File: config.mk
export PLATFORM = sky130hd
export DESIGN_NAME = lifegame_key_ctrl
export DESIGN_NICKNAME = d
export VERILOG_FILES = /design/src/rtl/lifegame_key_ctrl.sv
export SDC_FILE = /design/constraint.sdc
export NUM_CORES = 1
export LEC_CHECK = 0
export ABC_CLOCK_PERIOD_IN_PS = 2600
export CAP_MARGIN = 20
export CORE_MARGIN = 5
export CORE_UTILIZATION = 53
export CTS_BUF_LIST = sky130_fd_sc_hd__clkbuf_8 sky130_fd_sc_hd__clkbuf_16
export DETAILED_ROUTE_END_ITERATION = 8
export GPL_TIMING_DRIVEN = 0
export PLACE_DENSITY = 0.77
export RECOVER_POWER = 25
export SYNTH_ARGS = -nofsm -noshare
export SYNTH_HDL_FRONTEND = slang
export SYNTH_SLANG_ARGS = --single-unit
export TNS_END_PERCENT = 20
File: constraint.sdc
create_clock -name clk -period 2.6 [get_ports clk]
set_input_delay 0.65 -clock clk [delete_from_list [all_inputs] [get_ports clk]]
set_output_delay 0.65 -clock clk [all_outputs]
set_load 0.01 [all_outputs]
File: src/rtl/lifegame_key_ctrl.sv
// lifegame_key_ctrl: decodes PS/2 make codes into Life-game controls.
// The controls are cursor moves, cell toggle, run/pause, single step, clear and speed.
// The driver's byte/state outputs are double-registered to detect new presses.
// Optional feature macro: LIFEGAME_ARROW_KEYS_EN adds E0-prefixed arrow-key decode.
module lifegame_key_ctrl #(
   parameter int GRID_W = 32,
   parameter int GRID_H = 32,
   parameter int XW     = 5,
   parameter int YW     = 5
) (
   input  logic          clk,
   input  logic          rst,
   input  logic [7:0]    ps2_byte,
   input  logic          ps2_state,
   output logic [XW-1:0] cur_x,
   output logic [YW-1:0] cur_y,
   output logic          toggle_pulse,
   output logic          step_pulse,
   output logic          clear_pulse,
   output logic          run,
   output logic [1:0]    speed
);

`ifdef LIFEGAME_ARROW_KEYS_EN
   typedef enum logic {IDLE, PREFIX} state_t;
`else
   typedef enum logic {IDLE} state_t;
`endif

   state_t     state;
   logic [7:0] s_byte;
   logic [7:0] p_byte;
   logic       s_state;
   logic       p_state;
   logic       key_event;
`ifdef LIFEGAME_ARROW_KEYS_EN
   logic       key_fall;
`endif

   // Cursor wrap uses explicit limit compares because the grid need not be a power of two.
   function automatic logic [XW-1:0] x_dec(input logic [XW-1:0] x);
      return (x == '0) ? XW'(GRID_W - 1) : x - XW'(1);
   endfunction

   function automatic logic [XW-1:0] x_inc(input logic [XW-1:0] x);
      return (x == XW'(GRID_W - 1)) ? '0 : x + XW'(1);
   endfunction

   function automatic logic [YW-1:0] y_dec(input logic [YW-1:0] y);
      return (y == '0) ? YW'(GRID_H - 1) : y - YW'(1);
   endfunction

   function automatic logic [YW-1:0] y_inc(input logic [YW-1:0] y);
      return (y == YW'(GRID_H - 1)) ? '0 : y + YW'(1);
   endfunction

   // Two-stage capture of the driver outputs for edge/change detection.
   always_ff @(posedge clk or negedge rst) begin
      if (!rst) begin
         s_byte  <= 8'h00;
         s_state <= 1'b0;
         p_byte  <= 8'h00;
         p_state <= 1'b0;
      end else begin
         s_byte  <= ps2_byte;
         s_state <= ps2_state;
         p_byte  <= s_byte;
         p_state <= s_state;
      end
   end

   // A new key is a rising state or a changed byte while held; a held repeat of the same code is no event.
   always_comb begin
      key_event = s_state & (~p_state | (s_byte != p_byte));
   end

`ifdef LIFEGAME_ARROW_KEYS_EN
   // Key release seen at the sampler; used to abandon a dangling E0 prefix.
   always_comb begin
      key_fall = p_state & ~s_state;
   end
`endif

   // Command FSM with registered outputs; pulses default low so each lasts one cycle.
   always_ff @(posedge clk or negedge rst) begin
      if (!rst) begin
         state        <= IDLE;
         cur_x        <= '0;
         cur_y        <= '0;
         toggle_pulse <= 1'b0;
         step_pulse   <= 1'b0;
         clear_pulse  <= 1'b0;
         run          <= 1'b0;
         speed        <= 2'd0;
      end else begin
         toggle_pulse <= 1'b0;
         step_pulse   <= 1'b0;
         clear_pulse  <= 1'b0;
         case (state)
            IDLE: begin
               if (key_event) begin
                  case (s_byte)
                     8'h1D: cur_y <= y_dec(cur_y);
                     8'h1B: cur_y <= y_inc(cur_y);
                     8'h1C: cur_x <= x_dec(cur_x);
                     8'h23: cur_x <= x_inc(cur_x);
                     8'h29: toggle_pulse <= ~run;
                     8'h5A: run <= ~run;
                     8'h31: step_pulse <= ~run;
                     8'h21: clear_pulse <= ~run;
                     8'h55: if (speed != 2'd3) speed <= speed + 2'd1;
                     8'h4E: if (speed != 2'd0) speed <= speed - 2'd1;
`ifdef LIFEGAME_ARROW_KEYS_EN
                     8'hE0: state <= PREFIX;
`endif
                     default: ;
                  endcase
               end
            end
`ifdef LIFEGAME_ARROW_KEYS_EN
            PREFIX: begin
               if (key_fall) begin
                  state <= IDLE;
               end else if (key_event) begin
                  state <= IDLE;
                  case (s_byte)
                     8'h75: cur_y <= y_dec(cur_y);
                     8'h72: cur_y <= y_inc(cur_y);
                     8'h6B: cur_x <= x_dec(cur_x);
                     8'h74: cur_x <= x_inc(cur_x);
                     default: ;
                  endcase
               end
            end
`endif
            default: state <= IDLE;
         endcase
      end
   end

endmodule
==> results.cfg <==
[run_status]
status = finished with violations
violations = max-capacitance violations, max-slew violations

[critical_path]
crit_arrival_ns = 2.24
cp.required_ns = 2.77
path_class = reg2reg
reg2reg_slack_ns = 0.53
worst-path-buf-inv = 1
cp_max_fo = 9
rr_startpoint = s_byte[0]
setup.worst_path.start_class = register
crit_family = compound AO/OA/AOI/OAI gates
reg2reg_to = cur_x[2]
worstSetupEndpointType = register
critPathSlowestCell = o41ai_4
path_cells = buf_6, xnor2_2, nand3_1, o41ai_4, nor2_2, mux2_4
cp_num_cells = 6
cpPeakStageDelay_ns = 0.66
worstRegToRegCells = 6

[hold_path]
hold_class = reg2reg
min_from = s_byte[4]
min_to = p_byte[4]
whs_path_depth = 0

[yosys]
synth_cells = 158
yosysSeqAreaShare = 0.4812
synth_seq_cells = 34
synthDistinctLibCells = 41
syn_nets = 175
syn_area_per_cell_um2 = 11.19
synth_warnings = 0
syn_area_mm2 = 0.001768

[grt]
grt_pass1_wl_um = 6092
antenna_found_initial = 0
grt_remaining_overflow = 0
track_usage = 0.1818
grt_pass1_vias = 1333
grt_start_max_net_pins = 35

[layout]
drive_above_1_share = 0.1198
syn_to_final_growth_pct = 23.00
final_cells = 238
n_antenna_cell = 0
num-fill-cells = 262
finalNetCount = 208

[detailed_routing]
drc = 0
drtAntennaViolNets = 0
drt-pass1-iter-count = 4
drtIter0Drc = 64
detail_route.wl_per_cell_um = 14.41
drt_wl_total_um = 3429
vias_per_cell = 5.584
num_vias = 1329

[timing]
fin_skew_ns = 0.004420
min_period_ns = 2.072
fmax_ghz = 0.4827
worst_pin_slew_ns = 1.771
setup_viol_count_final = 0
hold_viol_final = 0
rsz0062_at_grt = false
slew_headroom = -0.1807
period_share = 0.7968
tns_ns = 0
drv_slew = 35

[cts]
cts_setup_buffers = 0
cts-htree-levels = 2
cts_resized = 0
post_cts_hold_buffer_count = 0
cts_num_sinks = 34
clk_pin_slew_ns = 0.07
root_buffer = clkbuf_8
clk_latency_ns = 0.28
clock_path_buffers = 2
cts_tree = done
cts_buffers = 5

[pwr]
clock_power_share = 0.308
power_switching_mw = 0.3728
max-vdd-ir-drop_uv = 343.7
internal-power_mw = 0.9252
p_seq_frac = 0.479
p_per_area_mw_per_mm2 = 596.9
power.share.switching = 0.2872
p_leak_nw = 0.9158
comb_power_share = 0.213

[floorplan]
die_x_um = 67.76
die_h_um = 67.76
io_pins = 27
start_util = 0.5383
fp-row-count = 21
core_area_mm2 = 0.003284
die_area_mm2 = 0.004591

[placed_design]
port_buffers = 26
dp_cells = 230
hpwl_um = 2569
place.gp.congestion = 0.8352

[job]
maxCapViolations = 1
## cell families (layout without fill, tap and decap cells)
kind of cell	after synthesis	after routing	share of synthesized area
AND/OR/NAND/NOR	47	47	0.1713
multiplexers	5	5	0.03114
adder cells (fa/ha/maj)	6	6	0.04246
XOR/XNOR	15	15	0.07856
flip-flops	34	34	0.4812
buffers and inverters	15	49	0.04246
AO/OA/AOI/OAI	36	36	0.1529
## placed cells by master (no fill, tap or decap), types with 4 or more instances in the layout
cell type        instances
xor2_1                   5
clkbuf_8                 6
dfrtp_1                 34
nand3_1                  5
inv_1                    9
dlygate4sd3_1            9
nand4_1                  6
o31ai_1                  9
nor2_1                   8
xnor2_1                  9
clkdlybuf4s50_1         16
and3_1                   4
mux2i_1                  4
nor3_1                   4
nor2b_1                  6
a21oi_1                  5
ha_1                     6
o21ai_0                  4
## routing by layer
layer / GRT usage / up-vias / wire length [um] / part of all wire
li1: - / 636 / - / -
met1: 0.2085 / 650 / 1410 / 0.41
met2: 0.3111 / 37 / 1754 / 0.51
met4: 0.08354 / 0 / 67 / 0.020
met3: 0.05158 / 6 / 196 / 0.057
met5: 0 / - / 0 / 0
## sequential cells by signal (all words and copies together) (netlist names)
register,count
speed,2
p_byte,8
cur_x,5
s_state,1
run,1
s_byte,8
clear_pulse,1
cur_y,5
p_state,1
toggle_pulse,1
step_pulse,1
## metrics by stage
step / setup slack, ns / hold slack (ns) / area, um^2 / util / power [mW]
after floorplan: 0.7556 / 0.3487 / 1768 / - / 0.7970
after global placement: 0.2793 / 0.3541 / 2086 / 0.6350 / 0.8992
after detailed placement: 0.5131 / 0.3538 / 2081 / 0.6335 / 0.9120
after CTS: 0.5114 / 0.3696 / 2176 / 0.6625 / 1.316
after global routing: 0.3423 / 0.3755 / 2175 / 0.6621 / 1.372
final: 0.5282 / 0.3688 / 2175 / 0.6621 / 1.298
## worst max-delay path by stage
stage	start	to
final	s_byte[0]	cur_x[2]
after global routing	rst	speed[1]
after CTS	s_byte[0]	cur_x[2]
after detailed placement	s_byte[0]	cur_x[2]
after global placement	rst	cur_y[1]
after floorplan	s_byte[0]	cur_x[2]
## power groups by stage
stage | Clock [mW] | Sequential (mW) | Combinational (mW)
finish | 0.400 | 0.622 | 0.277
global route | 0.435 | 0.628 | 0.309
CTS | 0.413 | 0.621 | 0.282
detailed placement | 0 | 0.631 | 0.281
global placement | 0 | 0.627 | 0.273
floorplan | 0 | 0.632 | 0.165
## Yosys cell counts (all sizes together)
cell	n	share of area
or4b	1	0.0078
and2	1	0.0035
xor2	5	0.025
a211oi	2	0.0085
o31ai	9	0.038
nor3	5	0.017
a22oi	2	0.0085
a21oi	5	0.014
o2bb2ai	1	0.0050
o22a	1	0.0050
ha	6	0.042
nand2	3	0.0064
dfrtp	34	0.48
buf	5	0.021
mux2i	4	0.023
or2	1	0.0035
nand4	6	0.021
mux2	1	0.0085
o2111ai	1	0.0050
nor4b	2	0.022
nor2	9	0.021
o21ai	7	0.020
clkbuf	1	0.0021
o21a	3	0.013
nor2b	6	0.021
nand3	5	0.014
nor3b	4	0.020
a31oi	2	0.011
inv	9	0.019
o41ai	1	0.016
xnor2	10	0.054
and3	4	0.014
a2bb2oi	2	0.0099
## layout make-up
| type | count | area, um^2 | area share |
|---|---|---|---|
| timing repair buffer | 26 | 254.0 | 0.1168 |
| multi-input combinational | 109 | 842.1 | 0.3872 |
| sequential | 34 | 850.8 | 0.3913 |
| buffer | 6 | 41.29 | 0.01899 |
| inverter | 9 | 33.78 | 0.01554 |
| clock inverter | 2 | 12.51 | 0.005754 |
| tap | 46 | 57.56 | 0.02647 |
| clock buffer | 6 | 82.58 | 0.03797 |
(Power assumes the default switching activity.)
